===== src/rtl/lsu_mem_initiator.sv =====
// Load/store initiator for the 4-lane data memory; latency store beats+1, load 3, error 1; single outstanding request, ready only in IDLE.
// Build option LSU_MISALIGN_TRAP_EN: any non-naturally-aligned access errors instead of splitting in-word halfwords.
module lsu_mem_initiator #(
  parameter int ADDR_W = 32,
  parameter int DATA_W = 32
) (
  input  logic              i_clk,
  input  logic              i_rst_n,
  input  logic              i_req_valid,
  output logic              o_req_ready,
  input  logic              i_req_we,
  input  logic [2:0]        i_req_funct3,
  input  logic [ADDR_W-1:0] i_req_addr,
  input  logic [DATA_W-1:0] i_req_wdata,
  output logic              o_rsp_valid,
  output logic [DATA_W-1:0] o_rsp_rdata,
  output logic              o_rsp_err,
  output logic [ADDR_W-1:0] o_mem_addr,
  output logic [DATA_W-1:0] o_mem_wd,
  output logic [3:0]        o_mem_wen,
  output logic              o_mem_ren,
  input  logic [DATA_W-1:0] i_mem_rd
);

  localparam logic [2:0] S_IDLE  = 3'd0;
  localparam logic [2:0] S_WR    = 3'd1;
  localparam logic [2:0] S_RD    = 3'd2;
  localparam logic [2:0] S_RDCAP = 3'd3;
  localparam logic [2:0] S_RESP  = 3'd4;

  logic [2:0]        state;
  logic [2:0]        f3_q;
  logic [1:0]        off_q;
  logic [3:0]        rem_q;

  logic [1:0]        off;
  logic              illegal;
  logic              misal;
  logic [3:0]        size_mask;
  logic [3:0]        req_mask;
  logic [DATA_W-1:0] rd_shift;
  logic [DATA_W-1:0] rd_ext;

  function automatic logic mask_legal(input logic [3:0] m);
    case (m)
      4'b0001, 4'b0010, 4'b0100, 4'b1000,
      4'b0011, 4'b0111, 4'b1111: mask_legal = 1'b1;
      default:                   mask_legal = 1'b0;
    endcase
  endfunction

  function automatic logic [3:0] lowest(input logic [3:0] m);
    lowest = m & (~m + 4'd1);
  endfunction

  always_comb begin
    off = i_req_addr[1:0];
    if (i_req_we)
      illegal = i_req_funct3[2] | (i_req_funct3[1:0] == 2'b11);
    else
      illegal = (i_req_funct3[1:0] == 2'b11) | (i_req_funct3[2] & i_req_funct3[1]);
    case (i_req_funct3[1:0])
      2'd0:    size_mask = 4'b0001;
      2'd1:    size_mask = 4'b0011;
      default: size_mask = 4'b1111;
    endcase
`ifdef LSU_MISALIGN_TRAP_EN
    misal = ((i_req_funct3[1:0] == 2'd1) && off[0]) ||
            ((i_req_funct3[1:0] == 2'd2) && (off != 2'd0));
`else
    // Only word-crossing accesses fault; in-word halfwords at offset 1 are split.
    misal = ((i_req_funct3[1:0] == 2'd1) && (off == 2'd3)) ||
            ((i_req_funct3[1:0] == 2'd2) && (off != 2'd0));
`endif
    req_mask = size_mask << off;
  end

  always_comb begin
    rd_shift = i_mem_rd >> {off_q, 3'b000};
    case (f3_q)
      3'd0:    rd_ext = {{24{rd_shift[7]}}, rd_shift[7:0]};
      3'd1:    rd_ext = {{16{rd_shift[15]}}, rd_shift[15:0]};
      3'd4:    rd_ext = {24'd0, rd_shift[7:0]};
      3'd5:    rd_ext = {16'd0, rd_shift[15:0]};
      default: rd_ext = rd_shift;
    endcase
  end

  always_ff @(posedge i_clk or negedge i_rst_n) begin
    if (!i_rst_n) begin
      state       <= S_IDLE;
      f3_q        <= 3'd0;
      off_q       <= 2'd0;
      rem_q       <= 4'd0;
      o_req_ready <= 1'b1;
      o_rsp_valid <= 1'b0;
      o_rsp_err   <= 1'b0;
      o_rsp_rdata <= '0;
      o_mem_addr  <= '0;
      o_mem_wd    <= '0;
      o_mem_wen   <= 4'd0;
      o_mem_ren   <= 1'b0;
    end else begin
      case (state)
        S_IDLE: begin
          if (i_req_valid) begin
            o_req_ready <= 1'b0;
            f3_q        <= i_req_funct3;
            off_q       <= off;
            if (illegal || misal) begin
              state       <= S_RESP;
              o_rsp_valid <= 1'b1;
              o_rsp_err   <= 1'b1;
              o_rsp_rdata <= '0;
            end else if (i_req_we) begin
              state      <= S_WR;
              o_mem_addr <= {i_req_addr[ADDR_W-1:2], 2'b00};
              o_mem_wd   <= i_req_wdata << {off, 3'b000};
              // Masks the memory cannot take are issued one lane per beat, low lane first.
              if (mask_legal(req_mask)) begin
                o_mem_wen <= req_mask;
                rem_q     <= 4'd0;
              end else begin
                o_mem_wen <= lowest(req_mask);
                rem_q     <= req_mask & ~lowest(req_mask);
              end
            end else begin
              state      <= S_RD;
              o_mem_addr <= {i_req_addr[ADDR_W-1:2], 2'b00};
              o_mem_ren  <= 1'b1;
            end
          end
        end
        S_WR: begin
          if (rem_q != 4'd0) begin
            o_mem_wen <= lowest(rem_q);
            rem_q     <= rem_q & ~lowest(rem_q);
          end else begin
            o_mem_wen   <= 4'd0;
            state       <= S_RESP;
            o_rsp_valid <= 1'b1;
            o_rsp_err   <= 1'b0;
            o_rsp_rdata <= '0;
          end
        end
        S_RD: begin
          o_mem_ren <= 1'b0;
          state     <= S_RDCAP;
        end
        S_RDCAP: begin
          o_rsp_rdata <= rd_ext;
          o_rsp_valid <= 1'b1;
          o_rsp_err   <= 1'b0;
          state       <= S_RESP;
        end
        S_RESP: begin
          o_rsp_valid <= 1'b0;
          o_rsp_err   <= 1'b0;
          o_req_ready <= 1'b1;
          state       <= S_IDLE;
        end
        default: begin
          state       <= S_IDLE;
          o_req_ready <= 1'b1;
          o_mem_wen   <= 4'd0;
          o_mem_ren   <= 1'b0;
          o_rsp_valid <= 1'b0;
        end
      endcase
    end
  end

endmodule


===== config.mk =====
export PLATFORM = sky130hd
export DESIGN_NAME = lsu_mem_initiator
export DESIGN_NICKNAME = d
export VERILOG_FILES = /design/src/rtl/lsu_mem_initiator.sv
export SDC_FILE = /design/constraint.sdc
export NUM_CORES = 1
export LEC_CHECK = 0
export CAP_MARGIN = 20
export CORE_UTILIZATION = 40
export DETAILED_ROUTE_END_ITERATION = 10
export PLACE_DENSITY_LB_ADDON = 0.12
export SLEW_MARGIN = 5
export SYNTH_ARGS = -nofsm -noshare
export SYNTH_HDL_FRONTEND = slang
export SYNTH_SLANG_ARGS = --single-unit

===== constraint.sdc =====
create_clock -name i_clk -period 2.2 [get_ports i_clk]
set_input_delay 0.66 -clock i_clk [delete_from_list [all_inputs] [get_ports i_clk]]
set_output_delay 0.66 -clock i_clk [all_outputs]
set_load 0.005 [all_outputs]

==> summary.md, run 1 <==
| Metric | Value |
|---|---|
| Status | `completed` |
| Slew @ Worst Pin | `just over 0.5 ns` |
| Ranking of synthesized cells by area | `dfrtp_1 (52%), mux2_2 (10%), mux2i_1 (6.5%)` |
| Drt first pass iters | `4` |
| Vias/cell | `5.141` |
| EDFF count, synth | `0` |
| Most frequent cells in the layout | `clkdlybuf4s50_1 (199), dfrtp_1 (112), mux2_2 (50)` |
| Mapped cell area | `around 5400 sq um` |
| Synth top area share | `between 50% and 60%` |
| Critical path's slowest cell | `dfstp_2` |
| Setup crit start kind | `register` |
| CTS clk-pin slew, worst paths | `~0.06 ns` |
| Starting DRC count in detailed routing | `approximately 390` |
| Crit path max-delay family | `flip-flops` |
| DIE WIDTH | `~120 microns` |
| Number of cells on the critical path | `1` |
| Dominant register cell in the synthesized netlist | `dfrtp_1` |
| CTS tree | `built` |
| Max clock buf depth | `2` |
| Area share of and/or/nand/nor cells after synthesis | `between 8 and 9%` |
| Most common cell after layout, fill and taps aside | `clkdlybuf4s50_1` |
| Post-route ant nets | `0` |
| Worst-Skew Late Latency | `0.41 ns` |
| Post-place instance area | `about 7800 sq um` |
| H-tree depth | `4` |
| Critical R2R Capture | `o_rsp_rdata[27]` |
| WP buf/inv | `1` |
| Leading area contributor after synthesis | `dfrtp_1` |
| Async S/R FF share, synth | `100.0%` |
| # clock sinks | `113` |
| Max VDD drop | `approximately 810 uV` |
| Vias | `4596` |
| Req. time, crit path | `around 1.5 ns` |
| CTS root buf | `clkbuf_16` |
| Max Clock Freq | `around 470 MHz` |
| Skew final | `~0.0066 ns` |
| Seq/Total Area, Yosys | `a little over half` |
| Total CTS buffers | `17` |
| Number of buffers added on ports | `between 200 and 250` |
| Tot GR Track Use | `between 20% and 30%` |
| Reg-to-reg critical path startpoint | `state[0]` |
| Crit Path Category | `register to output pin` |
| Final Hold Slack | `~0.2 ns` |
| CP max FO | `2` |
| Slew Limit Fails | `0` |
| Yosys warning count | `0` |
| #FFs+latches synth | `roughly 110` |
| Post-synthesis mux area share | `a little under a fifth` |
| Die H | `between 100 and 150 microns` |
| Share of layout cells above drive strength 1 | `between 15 and 20%` |
| Ant diodes | `0` |
| Final period util | `~96%` |
| # DRC | `0` |
| Setup crit end | `o_req_ready` |
| Rel. slew slack | `66.41%` |
| Site row count | `42` |
| Post-Syn Area per Cell | `roughly 11 sq um` |
| Vias in the first global route | `approximately 4600` |
| RSZ-0062 raised after global routing | `false` |
| Post-Synth Adder-Cell Area | `0%` |
| Hold buffers post-CTS | `0` |
| Setup crit end kind | `output pin` |
| First-pass GRT wire length | `23.84 mm` |
| Post-route cell area | `8586 sq um` |
| GRT overflow | `0` |
| Ports | `slightly above 200` |
| Leakage | `0.003753 uW` |
| Final WL | `between 15 and 20 mm` |
| XOR/XNOR Fraction of Synth Area | `0%` |
| Post-synthesis cell type count | `37` |
| Core area | `between 10000 and 15000 sq um` |
| Setup violators final | `0` |
| Critical path startpoint | `o_req_ready` |
| Worst Hold Class | `primary input to asynchronous set/reset pin` |
| Initial antenna violation count | `0` |
| Post-synthesis compound-gate area fraction | `between 10% and 20%` |
| P per Cell Area | `roughly 1200 nW/um^2` |
| Nets | `slightly above 800` |
| Slowest stage delay, CP | `between 0.5 and 0.6 ns` |
| FF-to-FF path depth | `6` |
| Largest net degree at the start of global routing | `a little over 60` |
| Post-DR wirelength/cell | `about 17 microns` |
| Crit path DAT | `about 1.5 ns` |
| CP Cell Sequence | `clkdlybuf4s50_1` |
| Largest family of logic cells by synthesized area | `multiplexers` |
| DIE AREA | `around 14000 sq um` |
| Gp weighted congestion | `between 0.7 and 0.8` |
| R2r setup slk | `approximately 0.18 ns` |
| Post-route minimum period | `between 2 and 2.5 ns` |
| Syn Inst Count | `between 400 and 500` |
| Initial Util | `between 40% and 50%` |
| P&R area growth vs syn | `58.66%` |
| MaxCap Viol Count | `0` |
| Half-perimeter wire length after placement | `11.09 mm` |
| Fillers | `around 1100` |
| Final Hold Viols | `0` |
-- what timing repair did --
| item | CTS | global route |
|---|---|---|
| setup buffers | 0 | 0 |
| gates resized for setup | 0 | 6 |
| endpoints found under the setup margin | 0 | 26 |
| endpoints found under the hold margin | 0 | 0 |
-- per-stage QoR --
step / TNS, ns / instances / utilization (%) / setup slack, ns / total power, uW
floorplan: -0.2837 / 483 / - / -0.04728 / 5037
detailed placement: -32.73 / 860 / 59.18 / -0.4121 / 7254
finish: 0 / 894 / 64.83 / 0.08202 / 10270
global route: 0 / 894 / 64.83 / 0.02231 / 10820
global placement: -29.10 / 860 / 59.18 / -0.3556 / 7139
CTS: 0 / 891 / 64.11 / 0.01503 / 10330
-- per-layer routing --
| metal | global-route usage, % | share of wire (%) | vias up |
|---|---|---|---|
| met5 | 0 | 0 | - |
| met4 | 6.651 | 1.3 | 0 |
| met1 | 30.13 | 46 | 2227 |
| met2 | 33.64 | 46 | 159 |
| li1 | - | - | 2197 |
| met3 | 7.288 | 6.9 | 13 |
-- layout make-up --
| cell class | count | area, sq um | share of cell area (%) |
|---|---|---|---|
| clock buffers | 21 | 470.5 | 5.479 |
| repair buffers | 244 | 2494 | 29.04 |
| inverters | 7 | 26.28 | 0.3060 |
| flip-flops and latches | 113 | 2829 | 32.95 |
| well taps | 176 | 220.2 | 2.565 |
| multi-input cells | 323 | 2365 | 27.54 |
| clock inverters | 10 | 181.4 | 2.113 |
-- where the power goes --
part / internal (uW) / switching [uW]
logic: 2420 / 1540
registers: 2830 / 462
clock network: 2090 / 936
-- logic make-up (layout without fill, tap and decap cells) --
logic type,Yosys count,in the layout
AOI/OAI and AO/OA,131,131
DFF,113,113
and+or+nand+nor,99,99
muxes,91,91
buffers and inverters,47,282
other,1,2
-- cell usage after synthesis, drive strengths merged, types with 10 or more instances --
| cell type | number |
|---|---|
| dfrtp | 112 |
| mux2 | 56 |
| nand2 | 46 |
| a21oi | 37 |
| mux2i | 35 |
| o21ai | 29 |
| nor2 | 24 |
| buf | 21 |
| clkbuf | 19 |
| a221o | 16 |
| o2bb2ai | 16 |
| nor2b | 13 |
| a211oi | 10 |
-- worst min-delay path by stage --
stage / startpoint / end / slack [ns] / cells after the start
5_1_grt: i_rst_n / o_mem_wd[28] / 0.22 / 1
6_report: i_rst_n / o_mem_wd[28] / 0.20 / 1
4_1_cts: i_rst_n / o_mem_wd[28] / 0.20 / 1
3_3_place_gp: o_mem_wd[0] / o_mem_wd[0] / 0.47 / 2
2_1_floorplan: i_rst_n / f3_q[0] / 0.36 / 0
3_5_place_dp: o_mem_wd[12] / o_mem_wd[12] / 0.47 / 2
-- registers in the layout, indices dropped and copies added (netlist names) --
name         count
o_mem_ren        1
o_mem_addr      30
o_rsp_err        1
o_rsp_rdata     32
o_req_ready      1
f3_q             3
o_mem_wd        32
o_rsp_valid      1
state            3
rem_q            3
off_q            2
o_mem_wen        4
(Power assumes the default switching activity.)
==> inputs of run 2 (changes only) <==
--- a/config.mk
+++ b/config.mk
@@ -5,6 +5,7 @@
 export SDC_FILE = /design/constraint.sdc
 export NUM_CORES = 1
 export LEC_CHECK = 0
+export ABC_CLOCK_PERIOD_IN_PS = 2200
 export CAP_MARGIN = 20
 export CORE_UTILIZATION = 40
 export DETAILED_ROUTE_END_ITERATION = 10
==> results of run 2 <==
No change in the layout: final DEF, timing and power equal those of run 1.
==> inputs of run 3 (changes only) <==
--- a/config.mk
+++ b/config.mk
@@ -5,11 +5,11 @@
 export SDC_FILE = /design/constraint.sdc
 export NUM_CORES = 1
 export LEC_CHECK = 0
-export ABC_CLOCK_PERIOD_IN_PS = 2200
+export ABC_CLOCK_PERIOD_IN_PS = 2300
 export CAP_MARGIN = 20
-export CORE_UTILIZATION = 40
+export CORE_UTILIZATION = 44
 export DETAILED_ROUTE_END_ITERATION = 10
-export PLACE_DENSITY_LB_ADDON = 0.12
+export PLACE_DENSITY = 0.88
 export SLEW_MARGIN = 5
 export SYNTH_ARGS = -nofsm -noshare
 export SYNTH_HDL_FRONTEND = slang
==> constraint.sdc (replaced) <==
create_clock -name i_clk -period 2.3 [get_ports i_clk]
set_input_delay 0.69 -clock i_clk [delete_from_list [all_inputs] [get_ports i_clk]]
set_output_delay 0.69 -clock i_clk [all_outputs]
set_load 0.005 [all_outputs]
==> summary.md, run 3 (same netlist as run 1, synthesis figures left out) <==
| Metric | Value |
|---|---|
| Gp weighted congestion | `0.8780 (+10%)` |
| P&R area growth vs syn | `53.71%` |
| Total CTS buffers | `17 (unchanged)` |
| Rel. slew slack | `47.39% (-19 points)` |
| Number of buffers added on ports | `204 (unchanged)` |
| Tot GR Track Use | `24.65% (+2.5 points)` |
| CP max FO | `34 (+32)` |
| Sequential power share | `33.5% (+1.5 points)` |
| Setup Buffers After CTS | `0 (unchanged)` |
| Initial Util | `45.05% (+4.2 points)` |
| Setup_tns | `0 ns (unchanged)` |
| # clock sinks | `113 (unchanged)` |
| Top Registers | `o_mem_wd (32), o_rsp_rdata (32), o_mem_addr (30)` |
| Site row count | `40 (-4.8%)` |
| Final period util | `97.50%` |
| Switching share of power | `29.78% (+1.2 points)` |
| Half-perimeter wire length after placement | `11.20 mm (+0.94%)` |
| Core area | `12010 sq um (-9.3%)` |
| Ports | `207 (unchanged)` |
| Largest net degree at the start of global routing | `63 (+3.3%)` |
| Max clock buf depth | `2 (unchanged)` |
| P per Cell Area | `1121 nW/um^2 (-6.3%)` |
| Status | `completed` |
| DIE AREA | `12750 sq um (-8.9%)` |
| First-pass GRT wire length | `24.31 mm (+2.0%)` |
| DIE WIDTH | `112.9 microns (-4.6%)` |
| RSZ-0062 raised after global routing | `false` |
| Slew Limit Fails | `0 (unchanged)` |
| Cells after DPL | `827 (-3.8%)` |
| Post-DR wirelength/cell | `17.45 microns (+1.9%)` |
| Share of layout cells above drive strength 1 | `18.00% (-1.4 points)` |
| CTS clk-pin slew, worst paths | `0.05 ns (about the same)` |
| Final Hold Viols | `0 (unchanged)` |
| Vias in the first global route | `4736 (+2.2%)` |
| Vias/cell | `5.346 (+4.0%)` |
| Initial antenna violation count | `0 (unchanged)` |
| Gate power share | `40.5% (+1.9 points)` |
| Most common cell after layout, fill and taps aside | `clkdlybuf4s50_1` |
| Crit path DAT | `2.52 ns (+1.06 ns)` |
| Worst-Skew Late Latency | `0.41 ns (about the same)` |
| # DRC | `0 (unchanged)` |
| Die H | `112.9 microns (-4.6%)` |
| Clk network pwr share | `26.0% (-3.4 points)` |
| Max VDD drop | `756.5 uV (-7.2%)` |
| Final Hold Slack | `0.1930 ns (-0.01099 ns)` |
| H-tree depth | `4 (unchanged)` |
| MaxCap Viol Count | `0 (unchanged)` |
| Vias | `4587 (-0.20%)` |
| Setup crit end kind | `register` |
| Worst Hold Class | `primary input to asynchronous set/reset pin` |
| Req. time, crit path | `2.58 ns (+1.04 ns)` |
| Slew @ Worst Pin | `0.7833 ns (+0.2804 ns)` |
| Crit Path Category | `primary input to register` |
| Fin cells | `858 (-4.0%)` |
| Setup violators final | `0 (unchanged)` |
| Nets | `802 (-0.87%)` |
| CTS tree | `built` |
| Cell internal pwr | `6546 uW (-11%)` |
| Final Util | `69.25% (+4.4 points)` |
| Setup crit start kind | `primary input` |
| P_sw | `2776 uW (-5.6%)` |
| Max Clock Freq | `about 450 MHz` |
| Drt first pass iters | `5 (+1)` |
| Post-route ant nets | `0 (unchanged)` |
| Post-route minimum period | `2.242 ns` |
| Final WL | `14.97 mm (-2.2%)` |
| Starting DRC count in detailed routing | `375 (-4.3%)` |
| CTS root buf | `clkbuf_16` |
| Leakage | `0.003612 uW (-3.7%)` |
| Ant diodes | `0 (unchanged)` |
| GRT overflow | `0 (unchanged)` |
| Skew final | `0.009985 ns (+0.003401 ns)` |
| Most frequent cells in the layout | `clkdlybuf4s50_1 (201), dfrtp_1 (112), mux2_2 (50)` |
-- run 3: final timing paths --
kind                            startpoint  cells past startpoint  slack (ns)              end
setup reg to reg                  state[2]                      4        0.31     o_mem_wd[26]
max in group asynchronous          i_rst_n                      2        1.45   o_mem_addr[16]
min in group i_clk            o_mem_wd[22]                      2        0.48     o_mem_wd[22]
setup / recovery           i_req_funct3[1]                      8        0.06  o_rsp_rdata[27]
hold reg to reg               o_mem_wd[22]                      2        0.48     o_mem_wd[22]
hold / removal                     i_rst_n                      1        0.19     o_mem_wd[17]
-- run 3: per-stage QoR --
stage | setup slack [ns] | total power, uW | area [sq um]
floorplan | 0.02272 | 4818 | 5430
global placement | -0.3913 | 6758 | 7746
detailed placement | -0.6246 | 6886 | 7746
CTS | 0.02178 | 9390 | 8313
global route | 0.0002458 | 9858 | 8318
finish | 0.05758 | 9322 | 8318
-- run 3: timing repair --
action	4_1_cts	5_1_grt
setup endpoints to repair	16	25
hold endpoints to repair	0	0
hold buffers	0	0
gates resized for setup	2	2
-- run 3: critical path, cell delays in order --
cell	delay (ns)
clkdlybuf4s50_1	0.58
o21a_1	0.18
a211oi_1	0.05
buf_4	0.16
nor3_2	0.23
a21oi_2	0.08
buf_12	0.17
a221o_1	0.37
-- run 3: final cells by class --
class	count	area (sq um)
Multi-Input combinational cell	323	2379
Clock buffer	27	503.0
Timing Repair Buffer	237	2347
Fill cell	884	3694
Sequential cell	113	2829
Tap cell	147	183.9
Clock inverter	4	50.05
Inverter	7	26.28
-- run 3: power by group through the flow --
stage / Combinational (uW) / Sequential, uW / Clock [uW]
floorplan: 1700 / 3120 / 0
global placement: 3650 / 3110 / 0
detailed placement: 3750 / 3140 / 0
CTS: 3790 / 3130 / 2480
global route: 4070 / 3210 / 2580
finish: 3770 / 3120 / 2430
-- run 3: layer usage --
metal	GRT usage, %	vias up	part of all wire, %
li1	-	2179	-
met1	30.59	2208	42
met2	39.92	166	49
met3	7.606	34	6.1
met4	10.70	0	3.0
met5	0	-	0
